**src/rtl/spi_reg_mux_n_if.sv**
```systemverilog
// Host-side SPI pins plus the register-file and channel-mux outputs
// of spi_reg_mux_n, bundled so the core and its driver share one port.
interface spi_reg_mux_n_if #(
    parameter int NUM_CH   = 8,
    parameter int DATA_W   = 8,
    parameter int NUM_REGS = 8
);
    logic                       cs_n;
    logic                       serial_in;
    logic [NUM_CH-1:0]          raw_serial_out;
    logic [DATA_W-1:0]          status_in;
    logic [NUM_REGS*DATA_W-1:0] cfg_regs;
    logic [NUM_CH-1:0]          ch_select;
    logic [DATA_W-1:0]          cmd_pulse;
    logic                       serial_out;

    modport master (
        output cs_n, serial_in, raw_serial_out, status_in,
        input  cfg_regs, ch_select, cmd_pulse, serial_out
    );

    modport slave (
        input  cs_n, serial_in, raw_serial_out, status_in,
        output cfg_regs, ch_select, cmd_pulse, serial_out
    );
endinterface

```
**src/rtl/spi_reg_mux_n.sv**
```systemverilog
// SPI slave register file with command pulses, burst access and a
// channel readout mux that streams one channel's serial bits to MISO.
module spi_reg_mux_n #(
    parameter int NUM_CH   = 8,
    parameter int DATA_W   = 8,
    parameter int NUM_REGS = 8,
    parameter logic [NUM_REGS*DATA_W-1:0] CFG_RESET = '0
) (
    input logic            sclk,
    input logic            rst,
    spi_reg_mux_n_if.slave bus
);
    localparam int ADDR_W = DATA_W - 2;
    localparam int CNT_W  = $clog2(DATA_W);

    localparam logic [ADDR_W-1:0] A_CH0  = ADDR_W'(NUM_REGS);
    localparam logic [ADDR_W-1:0] A_STAT = ADDR_W'(NUM_REGS + NUM_CH);
    localparam logic [ADDR_W-1:0] A_CMD  = '1;
    localparam logic [CNT_W-1:0]  LAST   = CNT_W'(DATA_W - 1);

    localparam logic [2:0] S_IDLE   = 3'd0;
    localparam logic [2:0] S_ADDR   = 3'd1;
    localparam logic [2:0] S_DATA   = 3'd2;
    localparam logic [2:0] S_STREAM = 3'd3;
    localparam logic [2:0] S_HOLD   = 3'd4;

    logic [2:0]                 r_state;
    logic [CNT_W-1:0]           r_cnt;
    logic [DATA_W-2:0]          r_shift;
    logic [DATA_W-1:0]          r_rd;
    logic [DATA_W-1:0]          r_cmd;
    logic [ADDR_W-1:0]          r_addr;
    logic                       r_w;
    logic                       r_b;
    logic                       r_sout;
    logic [NUM_CH-1:0]          r_ch_sel;
    logic [NUM_REGS*DATA_W-1:0] r_cfg;

    logic [DATA_W-1:0] w_word;
    logic [ADDR_W-1:0] w_new_addr;
    logic [DATA_W-1:0] w_new_rd;
    logic [NUM_CH-1:0] w_new_oh;
    logic              w_new_is_ch;
    logic              w_last;
    logic              w_commit;

    assign w_word   = {r_shift, bus.serial_in};
    assign w_last   = (r_cnt == LAST);
    assign w_commit = !bus.cs_n && (r_state == S_DATA) && w_last && r_w;

    // Address about to become current: header field or burst successor
    assign w_new_addr = (r_state == S_ADDR) ? w_word[ADDR_W-1:0]
                                            : r_addr + ADDR_W'(1);

    always_comb begin
        w_new_rd = '0;
        w_new_oh = '0;
        for (int k = 0; k < NUM_REGS; k++)
            if (w_new_addr == ADDR_W'(k))
                w_new_rd = r_cfg[k*DATA_W +: DATA_W];
        if (w_new_addr == A_STAT)
            w_new_rd = bus.status_in;
        for (int k = 0; k < NUM_CH; k++)
            w_new_oh[k] = (w_new_addr == ADDR_W'(NUM_REGS + k));
    end

    assign w_new_is_ch = (w_new_addr >= A_CH0) && (w_new_addr < A_STAT);

    always_ff @(posedge sclk or posedge rst) begin
        if (rst) begin
            r_state  <= S_IDLE;
            r_cnt    <= '0;
            r_shift  <= '0;
            r_rd     <= '0;
            r_addr   <= '0;
            r_w      <= 1'b0;
            r_b      <= 1'b0;
            r_sout   <= 1'b0;
            r_ch_sel <= '0;
        end else if (bus.cs_n) begin
            r_state  <= S_IDLE;
            r_cnt    <= '0;
            r_sout   <= 1'b0;
            r_ch_sel <= '0;
        end else begin
            r_shift <= w_word[DATA_W-2:0];
            case (r_state)
                S_IDLE: begin
                    r_state <= S_ADDR;
                    r_cnt   <= CNT_W'(1);
                end
                S_ADDR: begin
                    if (w_last) begin
                        r_addr   <= w_new_addr;
                        r_w      <= w_word[DATA_W-1];
                        r_b      <= w_word[DATA_W-2];
                        r_rd     <= w_new_rd;
                        r_cnt    <= '0;
                        r_ch_sel <= w_new_oh;
                        r_state  <= w_new_is_ch ? S_STREAM : S_DATA;
                    end else begin
                        r_cnt <= r_cnt + 1'b1;
                    end
                end
                S_DATA: begin
                    r_sout <= r_rd[DATA_W-1];
                    r_rd   <= r_rd << 1;
                    if (w_last) begin
                        r_cnt <= '0;
                        if (r_b) begin
                            r_addr   <= w_new_addr;
                            r_rd     <= w_new_rd;
                            r_ch_sel <= w_new_oh;
                            r_state  <= w_new_is_ch ? S_STREAM : S_DATA;
                        end else begin
                            r_state <= S_HOLD;
                        end
                    end else begin
                        r_cnt <= r_cnt + 1'b1;
                    end
                end
                S_STREAM: r_sout <= |(bus.raw_serial_out & r_ch_sel);
                S_HOLD:   r_sout <= 1'b0;
                default:  r_state <= S_IDLE;
            endcase
        end
    end

    // Write side: config registers and the self-clearing command word
    always_ff @(posedge sclk or posedge rst) begin
        if (rst) begin
            r_cfg <= CFG_RESET;
            r_cmd <= '0;
        end else begin
            r_cmd <= (w_commit && r_addr == A_CMD) ? w_word : '0;
            for (int k = 0; k < NUM_REGS; k++)
                if (w_commit && r_addr == ADDR_W'(k))
                    r_cfg[k*DATA_W +: DATA_W] <= w_word;
        end
    end

    assign bus.cfg_regs   = r_cfg;
    assign bus.ch_select  = r_ch_sel;
    assign bus.cmd_pulse  = r_cmd;
    assign bus.serial_out = r_sout;
endmodule

```
**src/flat_wrapper.sv**
```systemverilog
// flat-port wrapper written by rule: the top's interface ports become plain ports
module spi_reg_mux_n_flat 
#(
    parameter int NUM_CH   = 8,
    parameter int DATA_W   = 8,
    parameter int NUM_REGS = 8,
    parameter logic [NUM_REGS*DATA_W-1:0] CFG_RESET = '0
)
  (sclk, rst, bus_cs_n, bus_serial_in, bus_raw_serial_out, bus_status_in, bus_cfg_regs, bus_ch_select, bus_cmd_pulse, bus_serial_out);
  spi_reg_mux_n_if #(.NUM_CH(NUM_CH), .DATA_W(DATA_W), .NUM_REGS(NUM_REGS)) bus_i ();
  input logic sclk;
  input logic rst;
  input wire logic [$bits(bus_i.cs_n)-1:0] bus_cs_n;
  input wire logic [$bits(bus_i.serial_in)-1:0] bus_serial_in;
  input wire logic [$bits(bus_i.raw_serial_out)-1:0] bus_raw_serial_out;
  input wire logic [$bits(bus_i.status_in)-1:0] bus_status_in;
  output wire logic [$bits(bus_i.cfg_regs)-1:0] bus_cfg_regs;
  output wire logic [$bits(bus_i.ch_select)-1:0] bus_ch_select;
  output wire logic [$bits(bus_i.cmd_pulse)-1:0] bus_cmd_pulse;
  output wire logic [$bits(bus_i.serial_out)-1:0] bus_serial_out;
  assign bus_i.cs_n = bus_cs_n;
  assign bus_i.serial_in = bus_serial_in;
  assign bus_i.raw_serial_out = bus_raw_serial_out;
  assign bus_i.status_in = bus_status_in;
  assign bus_cfg_regs = bus_i.cfg_regs;
  assign bus_ch_select = bus_i.ch_select;
  assign bus_cmd_pulse = bus_i.cmd_pulse;
  assign bus_serial_out = bus_i.serial_out;
  spi_reg_mux_n #(.NUM_CH(NUM_CH), .DATA_W(DATA_W), .NUM_REGS(NUM_REGS), .CFG_RESET(CFG_RESET)) u_core (.sclk(sclk), .rst(rst), .bus(bus_i));
endmodule
```
**config.mk**
```make
export PLATFORM = sky130hd
export DESIGN_NAME = spi_reg_mux_n_flat
export DESIGN_NICKNAME = d
export VERILOG_FILES = /design/src/rtl/spi_reg_mux_n_if.sv /design/src/rtl/spi_reg_mux_n.sv /design/src/flat_wrapper.sv
export SDC_FILE = /design/constraint.sdc
export NUM_CORES = 1
export LEC_CHECK = 0
export CORE_UTILIZATION = 53
export DETAILED_ROUTE_END_ITERATION = 7
export PLACE_DENSITY = 0.81
export SYNTH_ARGS = -nofsm -noshare
export SYNTH_HDL_FRONTEND = slang
export SYNTH_SLANG_ARGS = --single-unit
export TNS_END_PERCENT = 20
```
**constraint.sdc**
```tcl
create_clock -name sclk -period 5.3 [get_ports sclk]
set_clock_uncertainty 0.05 [all_clocks]
set_input_delay 1.59 -clock sclk [delete_from_list [all_inputs] [get_ports sclk]]
set_output_delay 1.59 -clock sclk [all_outputs]
set_load 0.005 [all_outputs]
```
==> metrics.md <==
| Metric | Value |
|---|---|
| EDFF count, synth | `0` |
| Clk pin slew, worst setup/hold paths | `0.10 ns` |
| Wirelength per Cell | `a little over 20 um` |
| Hold Path Cell Cnt | `1` |
| Vias in the first global route | `around 4300` |
| Initial antenna violation count | `0` |
| Reg2Reg Depth | `6` |
| Final hold viol count | `0` |
| Critical Path End Type | `flop` |
| Min Tclk post-route | `4.05 ns` |
| RSZ-0062 raised after global routing | `false` |
| Root buf cell | `clkbuf_8` |
| CP Class | `primary input to flop` |
| Critical Path Fanout Max | `18` |
| Num CTS Buffers | `9` |
| Die width | `approximately 100 um` |
| Power Total | `1.63 mW` |
| Hold_buf cts | `0` |
| Final core occ | `0.682` |
| Distinct cells, synth | `58` |
| Syn_area_per_cell | `between 10 and 15 um2` |
| Largest family of logic cells by synthesized area | `multiplexers` |
| Commonest register cell after synthesis | `dfrtp_1` |
| Sink Count | `110` |
| Crit path launch type | `primary input` |
| Ratio of cells with drive above 1 in the final layout | `0.187` |
| ANT nets after route | `0` |
| Logic pwr share | `0.089` |
| Seq/Total Area, Yosys | `0.507` |
| Max-cap violations | `0` |
| First-pass GRT wire length | `about 23 mm` |
| Synthesis-to-finish area growth | `24.0%` |
| Crit share post-route | `0.765` |
| Cell area after layout | `0.00673 mm2` |
| Initial core utilization | `0.550` |
| H-Tree Depth | `3` |
| Final setup violating endpoints | `0` |
| Synth Instances | `between 400 and 500` |
| Filler Cells Inserted | `around 760` |
| FFs w/ async S/R, synth | `1.00` |
| Final #Nets | `approximately 600` |
| Ys Warns | `0` |
| CTS tree | `done` |
| Via density | `approximately 6.3` |
| Largest net degree at the start of global routing | `60` |
| Leakage | `between 2 and 3 nW` |
| DIE AREA | `around 0.011 mm2` |
| Sequential power share | `0.562` |
| Row Count | `36` |
| Fmax | `between 200 and 250 MHz` |
| Worst EP required | `about 5.6 ns` |
| Pint | `roughly 1.2 mW` |
| Clock power frac | `0.349` |
| Data arrival time of the critical path | `roughly 4.3 ns` |
| Clock Latency Late Sink | `between 0.3 and 0.4 ns` |
| Sw frac | `0.276` |
| Hold Path Class | `flop to flop` |
| Slew Viols, Final | `0` |
| Hpwl dp | `10.1 mm` |
| Slew @ Worst Pin | `0.921 ns` |
| Setup Buffers After CTS | `0` |
| Clk buf depth | `2` |
| VDD IR max | `around 170 uV` |
| DRT Pass-1 Iters | `5` |
| Multiplexer share of the synthesized area | `0.180` |
| Drc violations | `0` |
| I/O Buffers | `100` |
| Ports | `between 100 and 150` |
| P_sw | `approximately 0.45 mW` |
| Drt initial violations | `232` |
| Power Density | `roughly 240 mW/mm2` |
| Core ar. | `about 0.01 mm2` |
| WL final | `about 15 mm` |
| Mapped Nets | `~510` |
| Status | `complete, no violations` |
| Chip Height | `roughly 100 um` |
| Antenna cells | `0` |
| Post-Syn Area | `0.00543 mm2` |
| Remaining global-route overflow | `0` |
| Resize count post-CTS | `0` |
| XOR/XNOR share of the synthesized area | `0.00323` |
| Post-Synth Simple-Gate Area | `0.125` |
| Gpl congestion | `roughly 0.9` |
| GRT Overall Usage | `0.294` |
| Placed Area | `between 0.006 and 0.007 mm2` |
| #FFs+latches synth | `110` |
| Synth Area in Adders | `0.0138` |
| Synth Area in Compound Gates | `0.140` |
| Vias | `4439` |
| Setup TNS Final | `0 ns` |
| Max transition margin | `0.386` |
flip-flops by register name, summed over array words and instances (netlist names):
signal,flops
u_core.r_shift,7
u_core.bus.cmd_pulse,8
u_core.bus.cfg_regs,64
u_core.r_addr,6
u_core.r_state,3
u_core.r_b,1
u_core.r_cnt,3
u_core.bus.ch_select,8
u_core.bus.serial_out,1
u_core.r_rd,8
u_core.r_w,1
worst paths after layout:
path	startpoint	to	slack (ns)
min in group asynchronous	rst	u_core.bus.cfg_regs[47]	1.66
setup reg to reg	u_core.r_state[1]	u_core.r_rd[1]	2.01
hold / removal	u_core.r_w	u_core.r_w	0.48
setup / recovery	bus_cs_n	u_core.bus.ch_select[0]	1.25
hold reg to reg	u_core.r_w	u_core.r_w	0.48
max in group asynchronous	rst	u_core.bus.ch_select[2]	2.66
per-layer routing:
metal / up-vias / wire (um) / GRT usage
li1: 1954 / - / -
met1: 2223 / 6330 / 0.405
met2: 228 / 6810 / 0.465
met3: 34 / 1150 / 0.0504
met4: 0 / 421 / 0.120
met5: - / 0 / 0
Yosys cell counts (all sizes together), types with 2 or more instances:
master | n | area, um2
dfrtp | 110 | 2750
mux2 | 76 | 860
nand2 | 46 | 173
nor2 | 26 | 113
o21ai | 24 | 128
a21oi | 19 | 95.1
clkbuf | 17 | 63.8
nand3 | 14 | 70.1
buf | 12 | 67.6
a211oi | 11 | 87.6
a221oi | 10 | 93.8
mux2i | 10 | 116
a22o | 9 | 78.8
a22oi | 9 | 67.6
and2 | 9 | 56.3
inv | 9 | 33.8
nand2b | 8 | 50.1
or3 | 7 | 43.8
a21o | 6 | 45.0
ha | 6 | 75.1
a32oi | 5 | 43.8
nand3b | 4 | 30.0
nand4 | 4 | 25.0
nor2b | 4 | 25.0
nor3 | 4 | 20.0
a21boi | 2 | 15.0
a222oi | 2 | 20.0
a31oi | 2 | 12.5
and4b | 2 | 20.0
o31ai | 2 | 15.0
placed cells by master, fill, tap and decap left out, drive strengths merged, types with 11 or more instances in the layout:
cell type,synthesis,layout
a211oi,11,11
a21oi,19,19
clkdlybuf4s50,0,100
dfrtp,110,110
inv,9,12
mux2,76,76
nand2,46,46
nand3,14,14
nor2,26,26
o21ai,24,24
final cells by class:
type	count	area (um2)	area share
flip-flops and latches	110	2750	0.409
multi-input cells	337	2510	0.373
repair buffers	105	1040	0.154
clock buffers	9	124	0.0184
clock inverters	7	101	0.0151
well taps	133	166	0.0247
inverters	9	36.3	0.00539
logic make-up after synthesis:
logic type               Yosys count
AND/OR/NAND/NOR                  135
flip-flops                       110
AO/OA/AOI/OAI                    108
multiplexers                      86
buffers and inverters             38
adder cells (fa/ha/maj)            6
XOR/XNOR                           2
power by group through the flow:
| stage | Sequential (mW) | Clock, mW | Combinational, mW |
|---|---|---|---|
| 6_report | 0.919 | 0.571 | 0.146 |
| 5_1_grt | 0.923 | 0.602 | 0.160 |
| 4_1_cts | 0.916 | 0.574 | 0.144 |
| 3_5_place_dp | 0.933 | 0 | 0.143 |
| 3_3_place_gp | 0.929 | 0 | 0.139 |
| 2_1_floorplan | 0.883 | 0 | 0.123 |
metrics by stage:
stage	instances	hold slack [ns]	worst slack, ns
after floorplan	485	0.413	0.758
after global placement	694	0.444	0.990
after detailed placement	694	0.460	0.876
after CTS	710	0.484	1.25
after global routing	710	0.501	1.01
final	710	0.479	1.25
worst max-delay path, stage by stage:
cell and delay, ns:
clkdlybuf4s50_1 0.76, nor2_1 0.31, a21boi_1 0.19, buf_4 0.20
nand2_1 0.31, or4_4 0.69, nor2_4 0.13, a22o_1 0.14
(Power assumes the default switching activity.)
